$ cat src/rtl/bip_control.sv
// Instruction sequencer for the accumulator processor: owns PC and IR and runs
// a FETCH/EXEC loop, issuing one-cycle datapath strobes for each instruction.
module bip_control #(
    parameter int addr_bus    = 11,
    parameter int data_size   = 16,
    parameter int count_width = 32
) (
    input  logic                   Clk,
    input  logic                   Reset,
    input  logic                   Start,
    output logic [addr_bus-1:0]    Prog_Addr,
    input  logic [data_size-1:0]   Prog_Data,
    output logic [addr_bus-1:0]    Data_Addr,
    output logic                   Data_WrEn,
    output logic [data_size-1:0]   Operand,
    output logic [1:0]             SelA,
    output logic                   SelB,
    output logic                   Alu_Op,
    output logic                   WrAcc,
    output logic                   Busy,
    output logic                   Halted,
    output logic                   Bad_Op,
    output logic [count_width-1:0] Cycle_Count
);

    localparam int OPW = 5;

    localparam logic [OPW-1:0] OP_HLT  = 5'b00000;
    localparam logic [OPW-1:0] OP_STO  = 5'b00001;
    localparam logic [OPW-1:0] OP_LD   = 5'b00010;
    localparam logic [OPW-1:0] OP_LDI  = 5'b00011;
    localparam logic [OPW-1:0] OP_ADD  = 5'b00100;
    localparam logic [OPW-1:0] OP_ADDI = 5'b00101;
    localparam logic [OPW-1:0] OP_SUB  = 5'b00110;
    localparam logic [OPW-1:0] OP_SUBI = 5'b00111;

    typedef enum logic [1:0] {
        S_IDLE  = 2'd0,
        S_FETCH = 2'd1,
        S_EXEC  = 2'd2,
        S_HALT  = 2'd3
    } state_t;

    state_t                 r_state;
    logic [addr_bus-1:0]    r_pc;
    logic [data_size-1:0]   r_ir;
    logic [count_width-1:0] r_cnt;
    logic                   r_bad;
    logic                   r_wren;
    logic                   r_wracc;
    logic [1:0]             r_sela;
    logic                   r_selb;
    logic                   r_aluop;
    logic                   r_busy;
    logic                   r_halted;

    logic [OPW-1:0]         w_fetch_opc;
    logic [OPW-1:0]         w_ir_opc;
    logic                   w_ir_undef;
    logic                   w_ir_stop;
    logic [5:0]             w_fetch_ctrl;

    // Control word packing: {Data_WrEn, WrAcc, SelA[1:0], SelB, Alu_Op}
    function automatic logic [5:0] f_decode(input logic [OPW-1:0] opc);
        logic [5:0] ctrl;
        ctrl = 6'b0;
        case (opc)
            OP_STO:  ctrl = 6'b1_0_00_0_0;
            OP_LD:   ctrl = 6'b0_1_00_0_0;
            OP_LDI:  ctrl = 6'b0_1_01_0_0;
            OP_ADD:  ctrl = 6'b0_1_10_0_0;
            OP_ADDI: ctrl = 6'b0_1_10_1_0;
            OP_SUB:  ctrl = 6'b0_1_10_0_1;
            OP_SUBI: ctrl = 6'b0_1_10_1_1;
            default: ctrl = 6'b0;
        endcase
        return ctrl;
    endfunction

    assign w_fetch_opc  = Prog_Data[data_size-1 -: OPW];
    assign w_ir_opc     = r_ir[data_size-1 -: OPW];
    assign w_ir_undef   = (w_ir_opc > OP_SUBI);
    assign w_ir_stop    = (w_ir_opc == OP_HLT) || w_ir_undef;
    // Strobes are registered at the end of FETCH so they appear for exactly the EXEC cycle.
    assign w_fetch_ctrl = f_decode(w_fetch_opc);

    always_ff @(posedge Clk or negedge Reset) begin
        if (!Reset) begin
            r_state  <= S_IDLE;
            r_pc     <= '0;
            r_ir     <= '0;
            r_cnt    <= '0;
            r_bad    <= 1'b0;
            r_wren   <= 1'b0;
            r_wracc  <= 1'b0;
            r_sela   <= 2'b00;
            r_selb   <= 1'b0;
            r_aluop  <= 1'b0;
            r_busy   <= 1'b0;
            r_halted <= 1'b0;
        end else begin
            r_wren  <= 1'b0;
            r_wracc <= 1'b0;
            r_sela  <= 2'b00;
            r_selb  <= 1'b0;
            r_aluop <= 1'b0;
            case (r_state)
                S_IDLE: begin
                    if (Start) begin
                        r_state <= S_FETCH;
                        r_busy  <= 1'b1;
                    end
                end
                S_FETCH: begin
                    r_ir    <= Prog_Data;
                    r_pc    <= r_pc + addr_bus'(1);
                    r_cnt   <= r_cnt + count_width'(1);
                    r_state <= S_EXEC;
                    r_busy  <= 1'b1;
                    {r_wren, r_wracc, r_sela, r_selb, r_aluop} <= w_fetch_ctrl;
                end
                S_EXEC: begin
                    r_cnt <= r_cnt + count_width'(1);
                    if (w_ir_stop) begin
                        r_state  <= S_HALT;
                        r_busy   <= 1'b0;
                        r_halted <= 1'b1;
                        if (w_ir_undef) r_bad <= 1'b1;
                    end else begin
                        r_state <= S_FETCH;
                        r_busy  <= 1'b1;
                    end
                end
                S_HALT: begin
                    r_state  <= S_HALT;
                    r_busy   <= 1'b0;
                    r_halted <= 1'b1;
                end
                default: begin
                    r_state <= S_IDLE;
                    r_busy  <= 1'b0;
                end
            endcase
        end
    end

    assign Prog_Addr   = r_pc;
    assign Data_Addr   = r_ir[addr_bus-1:0];
    assign Operand     = {{(data_size-addr_bus){r_ir[addr_bus-1]}}, r_ir[addr_bus-1:0]};
    assign Data_WrEn   = r_wren;
    assign WrAcc       = r_wracc;
    assign SelA        = r_sela;
    assign SelB        = r_selb;
    assign Alu_Op      = r_aluop;
    assign Busy        = r_busy;
    assign Halted      = r_halted;
    assign Bad_Op      = r_bad;
    assign Cycle_Count = r_cnt;

endmodule

$ cat config.mk
export PLATFORM = sky130hd
export DESIGN_NAME = bip_control
export DESIGN_NICKNAME = d
export VERILOG_FILES = /design/src/rtl/bip_control.sv
export SDC_FILE = /design/constraint.sdc
export NUM_CORES = 1
export LEC_CHECK = 0
export CAP_MARGIN = 15
export CORE_ASPECT_RATIO = 0.8
export CORE_MARGIN = 2
export CORE_UTILIZATION = 37
export CTS_BUF_LIST = sky130_fd_sc_hd__clkbuf_2
export CTS_CLUSTER_SIZE = 30
export DETAILED_ROUTE_END_ITERATION = 6
export PLACE_DENSITY = 0.77
export RECOVER_POWER = 100
export SYNTH_ARGS = -nofsm -noshare
export SYNTH_HDL_FRONTEND = slang
export SYNTH_SLANG_ARGS = --single-unit
$ cat constraint.sdc
create_clock -name Clk -period 2.5 [get_ports Clk]
set_clock_uncertainty 0.05 [all_clocks]
set_input_delay 0.5 -clock Clk [delete_from_list [all_inputs] [get_ports Clk]]
set_output_delay 0.5 -clock Clk [all_outputs]
set_load 0.005 [all_outputs]
# Word level (Yosys, flattened, before mapping)
# Cells that the tools add are included.
# word_totals
mem_bits_rw	0
rom_bits	0
latchBits	0
regBits	70
elab_cells	48
memories	0
output_inout_bits	79
# classes
reduce_logical	7
n_mux	14
div	0
eq_ne	12
order_cmp	1
bitwise	0
multipliers	0
shift	0
n_addsub	2
# op_table
operator	count
6-bit case mux with 7 select lines	1
32-bit by 1-bit adder with 32-bit output (second input constant)	1
5-bit by 3-bit == test with 1-bit output (second input constant)	4
11-bit by 1-bit adder with 11-bit output (second input constant)	1
5-bit by 2-bit == test with 1-bit output (second input constant)	2
2-bit case mux with 4 select lines	1
1-bit two-way mux	7
2-bit two-way mux	3
5-bit by 1-bit == test with 1-bit output (second input constant)	1
5-bit by 3-bit greater-than comparator with 1-bit output (second input constant)	1
5-bit zero test	1
2-bit == test (second input constant)	2
2-bit != test (second input constant)	2
1-bit case mux with 4 select lines	1
3-bit AND reduction	1
2-bit by 1-bit == test with 1-bit output (second input constant)	1
2-bit zero test	1
1-bit case mux with 2 select lines	1
2-bit AND reduction	1
2-bit nonzero test	1
2-bit OR reduction	1
1-bit logical OR	1

# Depth between registers and ports, before layout
# Gate-level depths: netlist (run 1).
# depth
word_depth	4
ltp_mapped	7

# Least setup slack after synthesis (run 1)
# No wires, ideal clock.
# synth_path
kind	reg2reg
from	register r_state[0]
to	register r_cnt[20] (netlist: Cycle_Count[20])
setup_time_ps	124
synth_period_minus_slack_ps	1813
path_stages_with_launch	8
t_required_ps	2326
arrival_time_ps	1638
setup_slack_ps	687
path_cell_list	dfrtp_1 -> inv_1 -> ha_1 -> nand4_4 -> nor3_2 -> buf_4 -> nand4_1 -> xnor2_1
# synth_between
elab_chain_cells	2
# synth_rtl
item	line_no	text
start: declaration	44	state_t r_state;
start signal: assignment	89	r_state <= S_IDLE;
start signal: assignment	110	r_state <= S_FETCH;
start signal: assignment	118	r_state <= S_EXEC;
2-bit == test / 2-bit by 1-bit == test with 1-bit output (equally long branches)	107	case (r_state)
2-bit OR reduction (no source line) (*)	n/a	
end signal: assignment	117	r_cnt <= r_cnt + count_width'(1);
end signal: assignment	123	r_cnt <= r_cnt + count_width'(1);
end: declaration	47	logic [count_width-1:0] r_cnt;
# Every way passes the cells marked *; elsewhere a longest branch is shown, timed or not.
# A chain may end at the register's enable or synchronous reset.

# Final worst setup path (run 1)
# layout_path
from	register r_cnt[2] (netlist: Cycle_Count[2])
to	output Cycle_Count[2]
# layout_rtl
item	line_no	text
end: declaration	23	output logic [count_width-1:0] Cycle_Count
# No word-level cell between the ends.

==> load_flow_metrics.sql, run 1 <==
INSERT INTO impl_metrics (metric_group, metric, value, unit) VALUES
('status', 'status', 'finished, final reports clean', ''),
('clocking', 'cts_tree', 'yes', ''),
('setup_path', 'worst_r2r_startpoint', 'r_state[0]', ''),
('die', 'initial_standard_cell_utilization_of_the_core', '37.9', '%'),
('route', 'postRouteWirelength', '6320', 'microns'),
('setup_path', 'crit_path_category', 'reg -> out', ''),
('logic_synthesis', 'yosys-top-cells-count', '70 x sky130_fd_sc_hd__dfrtp_1, 33 x sky130_fd_sc_hd__xnor2_1, 28 x sky130_fd_sc_hd__buf_4, 18 x sky130_fd_sc_hd__mux2_2, 17 x sky130_fd_sc_hd__nand2_1', ''),
('sta', 'hold_viol_final', '0', ''),
('power_and_ir_drop', 'netSwitchingFraction', '30.4', '%'),
('setup_path', 'critical_path_peak_fanout', '5', ''),
('setup_path', 'critical_path.cell_chain', 'dlygate4sd3_1', ''),
('route', 'routed-via-count', '2167', ''),
('die', 'design.portCount', '98', ''),
('logic_synthesis', 'ys_async_sr_fraction', '100', '%'),
('logic_synthesis', 'ys_top_cells_by_area', 'sky130_fd_sc_hd__dfrtp_1 55%, sky130_fd_sc_hd__xnor2_1 9.1%, sky130_fd_sc_hd__buf_4 6.6%', ''),
('logic_synthesis', 'netlist.top_cell.by_area', 'sky130_fd_sc_hd__dfrtp_1', ''),
('grt', 'pin_count_of_the_biggest_net_entering_global_routing', '40', ''),
('final_layout', 'layout.cells.non_filler', '461', ''),
('clocking', 'clock_latency', '0.49', 'ns'),
('sta', 'period_share', '86.7', '%'),
('clocking', 'clock_path_buffers', '2', ''),
('sta', 'final_min_period', '2.17', 'ns'),
('die', 'die_w', '108', 'microns'),
('setup_path', 'critPathMaxStageDelay', '0.61', 'ns'),
('power_and_ir_drop', 'static_leakage', '0.00198', 'uW'),
('placement', 'placedInstanceArea', '0.00411', 'sq mm'),
('final_layout', 'regArea', '0.00175', 'sq mm'),
('sta', 'worst-slew-pin-transition', '0.938', 'ns'),
('route', 'post_drt_via_cell_ratio', '4.70', ''),
('route', 'total_drc_errors_in_the_routed_layout', '0', ''),
('setup_path', 'cp_data_required_time', '1.95', 'ns'),
('placement', 'finalWeightedCongestion', '0.846', ''),
('clocking', 'cts-root-buf', 'sky130_fd_sc_hd__clkbuf_2', ''),
('logic_synthesis', 'synth-seq-area-share', '55.0', '%'),
('power_and_ir_drop', 'seq_power_share', '45.7', '%'),
('logic_synthesis', 'mappedNetlistArea', '0.00319', 'sq mm'),
('clocking', 'cts_buffers', '9', ''),
('grt', 'first_global_vias', '2145', ''),
('clocking', 'cts.reportedPaths.clkPinSlew', '0.18', 'ns'),
('job', 'cap_violations', '0', ''),
('min_path', 'whs_endpoint', 'Prog_Addr[10]', ''),
('logic_synthesis', 'synthFlopType', 'sky130_fd_sc_hd__dfrtp_1', ''),
('power_and_ir_drop', 'power.density_cell_area', '858', 'mW/mm^2'),
('logic_synthesis', 'synth-edff-count', '0', ''),
('min_path', 'timing.hold.worst.start', 'Prog_Addr[10]', ''),
('final_layout', 'area_used_by_multi_input_combinational_logic', '0.00119', 'sq mm'),
('setup_path', 'cell_with_the_largest_stage_delay_on_the_worst_path', 'sky130_fd_sc_hd__dlygate4sd3_1', ''),
('logic_synthesis', 'synth.lib_cells_used.distinct', '32', ''),
('final_layout', 'layout.core_utilization', '50.3', '%'),
('placement', 'portBuffers', '97', ''),
('die', 'core-area', '0.00841', 'sq mm'),
('power_and_ir_drop', 'internal_power_consumption', '2530', 'uW'),
('setup_path', 'worst_setup_path_start_kind', 'flip-flop', ''),
('logic_synthesis', 'post_synthesis_register_bit_count', '70', ''),
('logic_synthesis', 'syn_area_per_cell', '12.2', 'sq um'),
('route', 'drt-wirelength-per-cell', '13.7', 'microns'),
('logic_synthesis', 'post-synth-top-area-fraction', '55.0', '%'),
('final_layout', 'final.fill_count', '747', ''),
('final_layout', 'final_design_area_no_fill', '0.00423', 'sq mm'),
('grt', 'number_of_antenna_violations_at_the_first_check_in_global_routing', '0', ''),
('power_and_ir_drop', 'vdd.ir_drop.worst', '434', 'uV'),
('final_layout', 'final_net_count', '371', ''),
('sta', 'timing.final.max_slew_violations', '0', ''),
('placement', 'post-place-cells', '445', ''),
('setup_path', 'worstPathBufferInverterCount', '1', ''),
('route', 'initialDrtViolationCount', '61', ''),
('setup_path', 'r2r-end', 'Cycle_Count[12]', ''),
('logic_synthesis', 'post_synth_inst_count', '261', ''),
('sta', 'final.hold.worst_slack', '0.428', 'ns'),
('power_and_ir_drop', 'switchingPower', '1100', 'uW'),
('sta', 'final-setup-viol-count', '0', '');
-- sequential cells by signal, indices dropped and copies added, names as in the netlist --
signal	cells
Busy	1
Alu_Op	1
r_state	2
Data_WrEn	1
Halted	1
Bad_Op	1
Prog_Addr	11
SelB	1
WrAcc	1
Cycle_Count	32
r_ir	16
SelA	2
-- power by group through the flow --
stage / clock, uW / sequential [uW] / combinational [uW]
after CTS: 736 / 1690 / 1440
final: 705 / 1660 / 1270
after detailed placement: 0 / 1710 / 1430
after global routing: 787 / 1720 / 1410
after floorplan: 0 / 1660 / 884
after global placement: 0 / 1680 / 1400
-- routing by layer --
metal  routed length (microns)  part of all wire, %  track usage (%)
met1                      2820                   45             18.4
met2                      3100                   49             22.8
met3                       348                  5.5             4.71
met4                        53                 0.84             5.01
met5                         0                    0                0
-- metrics by stage --
stage          worst slack [ns]  total power, uW
2_1_floorplan             0.687             2540
3_3_place_gp              0.553             3080
3_5_place_dp              0.459             3130
4_1_cts                   0.334             3860
5_1_grt                   0.189             3910
6_report                  0.332             3630
-- what timing repair did --
action	4_1_cts	5_1_grt
buffers inserted	0	0
hold buffers	1	0
endpoints found under the hold margin	70	0
-- final cells by class --
class,count,area share (%)
clock buffers,11,1.30
clock inverters,4,1.71
inverters,5,0.443
multi-input cells,156,28.1
flip-flops and latches,70,41.4
well taps,112,3.31
repair buffers,103,23.7
-- how the worst max path moves through the flow --
stage,endpoint,from,depth (start not counted)
3_5_place_dp,Cycle_Count[12],r_state[0],7
3_3_place_gp,Cycle_Count[17],r_state[0],6
4_1_cts,Cycle_Count[2],Cycle_Count[2],1
6_report,Cycle_Count[2],Cycle_Count[2],1
2_1_floorplan,Cycle_Count[20],r_state[0],7
5_1_grt,Cycle_Count[0],Cycle_Count[0],1
-- logic make-up (layout without fill, tap and decap cells) --
group / after synthesis / in the layout / synth area share, %
flops: 70 / 70 / 55.0
fa+ha+maj: 7 / 7 / 2.75
mux: 18 / 18 / 6.36
buf+inv: 35 / 123 / 7.50
compound gates: 8 / 8 / 1.53
simple gates: 82 / 82 / 15.6
xor+xnor: 41 / 41 / 11.3
-- cell usage in the layout (no fill, tap or decap), drive strengths merged, types with 3 or more instances in the layout --
cell | Yosys | final
a21oi | 3 | 3
and3 | 9 | 9
buf | 30 | 3
clkbuf | 0 | 14
clkdlybuf4s50 | 0 | 17
dfrtp | 70 | 70
dlygate4sd3 | 0 | 80
ha | 7 | 7
inv | 5 | 5
mux2 | 18 | 18
nand2 | 17 | 17
nand3 | 15 | 15
nand4 | 15 | 15
nor2 | 10 | 10
nor3 | 5 | 5
xnor2 | 33 | 33
xor2 | 8 | 8
Note: power is estimated with default switching activity, not from simulation.
==> inputs of run 2 (changes only) <==
- CORE_UTILIZATION: 37 -> 48
- PLACE_DENSITY: 0.77 -> 0.93
==> load_flow_metrics.sql, run 2 (synthesis results as in run 1) <==
INSERT INTO impl_metrics (metric_group, metric, value, unit) VALUES
('setup_path', 'arrival', '1.63', 'ns'),
('clocking', 'cts_buffers', '9', ''),
('final_layout', 'final.fill_count', '506', ''),
('final_layout', 'regArea', '0.00175', 'sq mm'),
('setup_path', 'r2r-end', 'Cycle_Count[12]', ''),
('clocking', 'clock_latency', '0.49', 'ns'),
('job', 'cap_violations', '0', ''),
('sta', 'final_min_period', '2.18', 'ns'),
('final_layout', 'insertedDiodeCount', '0', ''),
('power_and_ir_drop', 'seq_power_share', '48.3', '%'),
('power_and_ir_drop', 'netSwitchingFraction', '32.4', '%'),
('clocking', 'post-cts-setup-buffer-count', '0', ''),
('setup_path', 'cp_data_required_time', '1.95', 'ns'),
('final_layout', 'area_used_by_multi_input_combinational_logic', '0.00119', 'sq mm'),
('sta', 'setup_repair_after_global_routing_missed_its_margin', 'false', ''),
('die', 'die_h', '76.9', 'microns'),
('grt', 'first_global_vias', '2168', ''),
('route', 'postRouteWirelength', '6230', 'microns'),
('setup_path', 'worst-path-stages', '1', ''),
('clocking', 'cts-htree-levels', '3', ''),
('sta', 'final.hold.worst_slack', '0.434', 'ns'),
('grt', 'number_of_antenna_violations_at_the_first_check_in_global_routing', '0', ''),
('setup_path', 'timing.critical_path.from', 'Cycle_Count[2]', ''),
('grt', 'pin_count_of_the_biggest_net_entering_global_routing', '40', ''),
('placement', 'dp.final_hpwl', '4770', 'microns'),
('sta', 'finalSetupTns', '0', 'ns'),
('sta', 'worst-slew-pin-transition', '0.920', 'ns'),
('sta', 'max_clock_freq', '0.459', 'GHz'),
('min_path', 'worstHoldPathCells', '1', ''),
('final_layout', 'final_cell_mix', '80 x sky130_fd_sc_hd__dlygate4sd3_1, 70 x sky130_fd_sc_hd__dfrtp_1, 33 x sky130_fd_sc_hd__xnor2_1', ''),
('clocking', 'cts-root-buf', 'sky130_fd_sc_hd__clkbuf_2', ''),
('setup_path', 'critical_path_peak_fanout', '5', ''),
('setup_path', 'worstSetupEndpoint', 'Cycle_Count[2]', ''),
('clocking', 'cts.reportedPaths.clkPinSlew', '0.18', 'ns'),
('setup_path', 'worst_setup_path_start_kind', 'flip-flop', ''),
('sta', 'timing.final.max_slew_violations', '0', ''),
('route', 'routed-via-count', '2157', ''),
('final_layout', 'largest_register_ffs', '32', ''),
('grt', 'globalRouteOverflowTotal', '0', ''),
('setup_path', 'worstPathBufferInverterCount', '1', ''),
('setup_path', 'critPathMaxStageDelay', '0.62', 'ns'),
('min_path', 'hold_path.class', 'reg -> reg', ''),
('clocking', 'clock_sink_count', '70', ''),
('sta', 'worst_slew_margin_rel', '38.7', '%'),
('final_layout', 'layout.core_utilization', '64.7', '%'),
('power_and_ir_drop', 'switchingPower', '1120', 'uW'),
('grt', 'track_usage', '18.8', '%'),
('route', 'total_drc_errors_in_the_routed_layout', '0', ''),
('final_layout', 'layout.cells.most_common', 'sky130_fd_sc_hd__dlygate4sd3_1', ''),
('sta', 'period_share', '87.1', '%'),
('setup_path', 'worst_r2r_startpoint', 'r_state[0]', ''),
('die', 'die_w', '95.1', 'microns'),
('setup_path', 'cell_with_the_largest_stage_delay_on_the_worst_path', 'sky130_fd_sc_hd__dlygate4sd3_1', ''),
('setup_path', 'cp-end-kind', 'output port', ''),
('route', 'drtAntennaViolNets', '0', ''),
('placement', 'portBuffers', '97', ''),
('die', 'floorplan.rows', '26', ''),
('clocking', 'cts_tree', 'yes', ''),
('placement', 'placedInstanceArea', '0.00408', 'sq mm'),
('sta', 'final-setup-viol-count', '0', ''),
('power_and_ir_drop', 'power.density_cell_area', '832', 'mW/mm^2'),
('die', 'initial_standard_cell_utilization_of_the_core', '49.7', '%'),
('setup_path', 'worst_path_dominant_cell_family', 'buffers and inverters', ''),
('grt', 'grt_first_pass_wirelength', '10600', 'microns'),
('final_layout', 'drive_above_1_share', '12.9', '%'),
('power_and_ir_drop', 'design_power_total', '3450', 'uW'),
('power_and_ir_drop', 'share_comb_of_total_power', '36.6', '%'),
('die', 'design.portCount', '98', ''),
('route', 'dr.pass1.iters', '4', ''),
('route', 'drt-wirelength-per-cell', '14.4', 'microns'),
('final_layout', 'final_net_count', '370', ''),
('status', 'status', 'finished, final reports clean', ''),
('power_and_ir_drop', 'internal_power_consumption', '2330', 'uW'),
('die', 'die-area', '0.00731', 'sq mm'),
('setup_path', 'crit_path_category', 'reg -> out', ''),
('final_layout', 'layout-area-overhead-vs-synth', '30.1', '%'),
('power_and_ir_drop', 'share_clk_of_total_power', '15.2', '%'),
('sta', 'hold_viol_final', '0', ''),
('power_and_ir_drop', 'static_leakage', '0.00196', 'uW'),
('setup_path', 'critical_path.cell_chain', 'dlygate4sd3_1', ''),
('setup_path', 'worstRegToRegCells', '7', ''),
('route', 'initialDrtViolationCount', '111', ''),
('die', 'core-area', '0.00641', 'sq mm'),
('route', 'post_drt_via_cell_ratio', '4.98', ''),
('power_and_ir_drop', 'vdd.ir_drop.worst', '601', 'uV'),
('placement', 'finalWeightedCongestion', '0.857', ''),
('final_layout', 'final_design_area_no_fill', '0.00415', 'sq mm'),
('setup_path', 'regToRegSetupSlack', '0.34', 'ns'),
('clocking', 'clock_path_buffers', '2', '');
run 2: cell types whose count changed in the layout (fill, tap and decap cells not counted):
cell                         delta
sky130_fd_sc_hd__bufinv_16      -2
sky130_fd_sc_hd__clkinv_2       +2
sky130_fd_sc_hd__clkbuf_2       +1
sky130_fd_sc_hd__buf_4          -1
sky130_fd_sc_hd__clkinv_4       +1
sky130_fd_sc_hd__clkinvlp_4     -1
run 2: cell type report:
| cell class | count | share of cell area [%] |
|---|---|---|
| clock buffer | 12 | 1.45 |
| inverter | 5 | 0.453 |
| timing repair buffer | 102 | 24.0 |
| multi-input combinational | 156 | 28.7 |
| clock inverter | 4 | 0.573 |
| tap | 84 | 2.53 |
| sequential | 70 | 42.2 |
run 2: routing by layer:
metal	global-route usage (%)	wire, microns	part of all wire, %
met2	31.1	3160	51
met1	23.5	2700	43
met5	0	0	0
met3	6.29	289	4.6
met4	5.22	79	1.3
run 2: power by group through the flow:
stage | sequential [uW] | combinational, uW | clock (uW)
2_1_floorplan | 1660 | 884 | 0
3_5_place_dp | 1710 | 1430 | 0
6_report | 1660 | 1260 | 523
4_1_cts | 1690 | 1440 | 549
3_3_place_gp | 1680 | 1380 | 0
5_1_grt | 1720 | 1390 | 590
run 2: worst min path at each step:
stage	from	end
after detailed placement	Halted	Halted
after CTS	Bad_Op	Bad_Op
after global placement	Bad_Op	Bad_Op
after global routing	Prog_Addr[10]	Prog_Addr[10]
final	Bad_Op	Bad_Op
after floorplan	Reset	Alu_Op
run 2: what timing repair did:
action / CTS / global route
endpoints found under the hold margin: 28 / 0
hold buffers: 1 / 0
resized for setup: 0 / 0
run 2: stage by stage:
stage,std cells,setup slack (ns)
finish,433,0.323
global route,433,0.204
CTS,433,0.326
detailed placement,416,0.433
global placement,416,0.570
floorplan,261,0.687
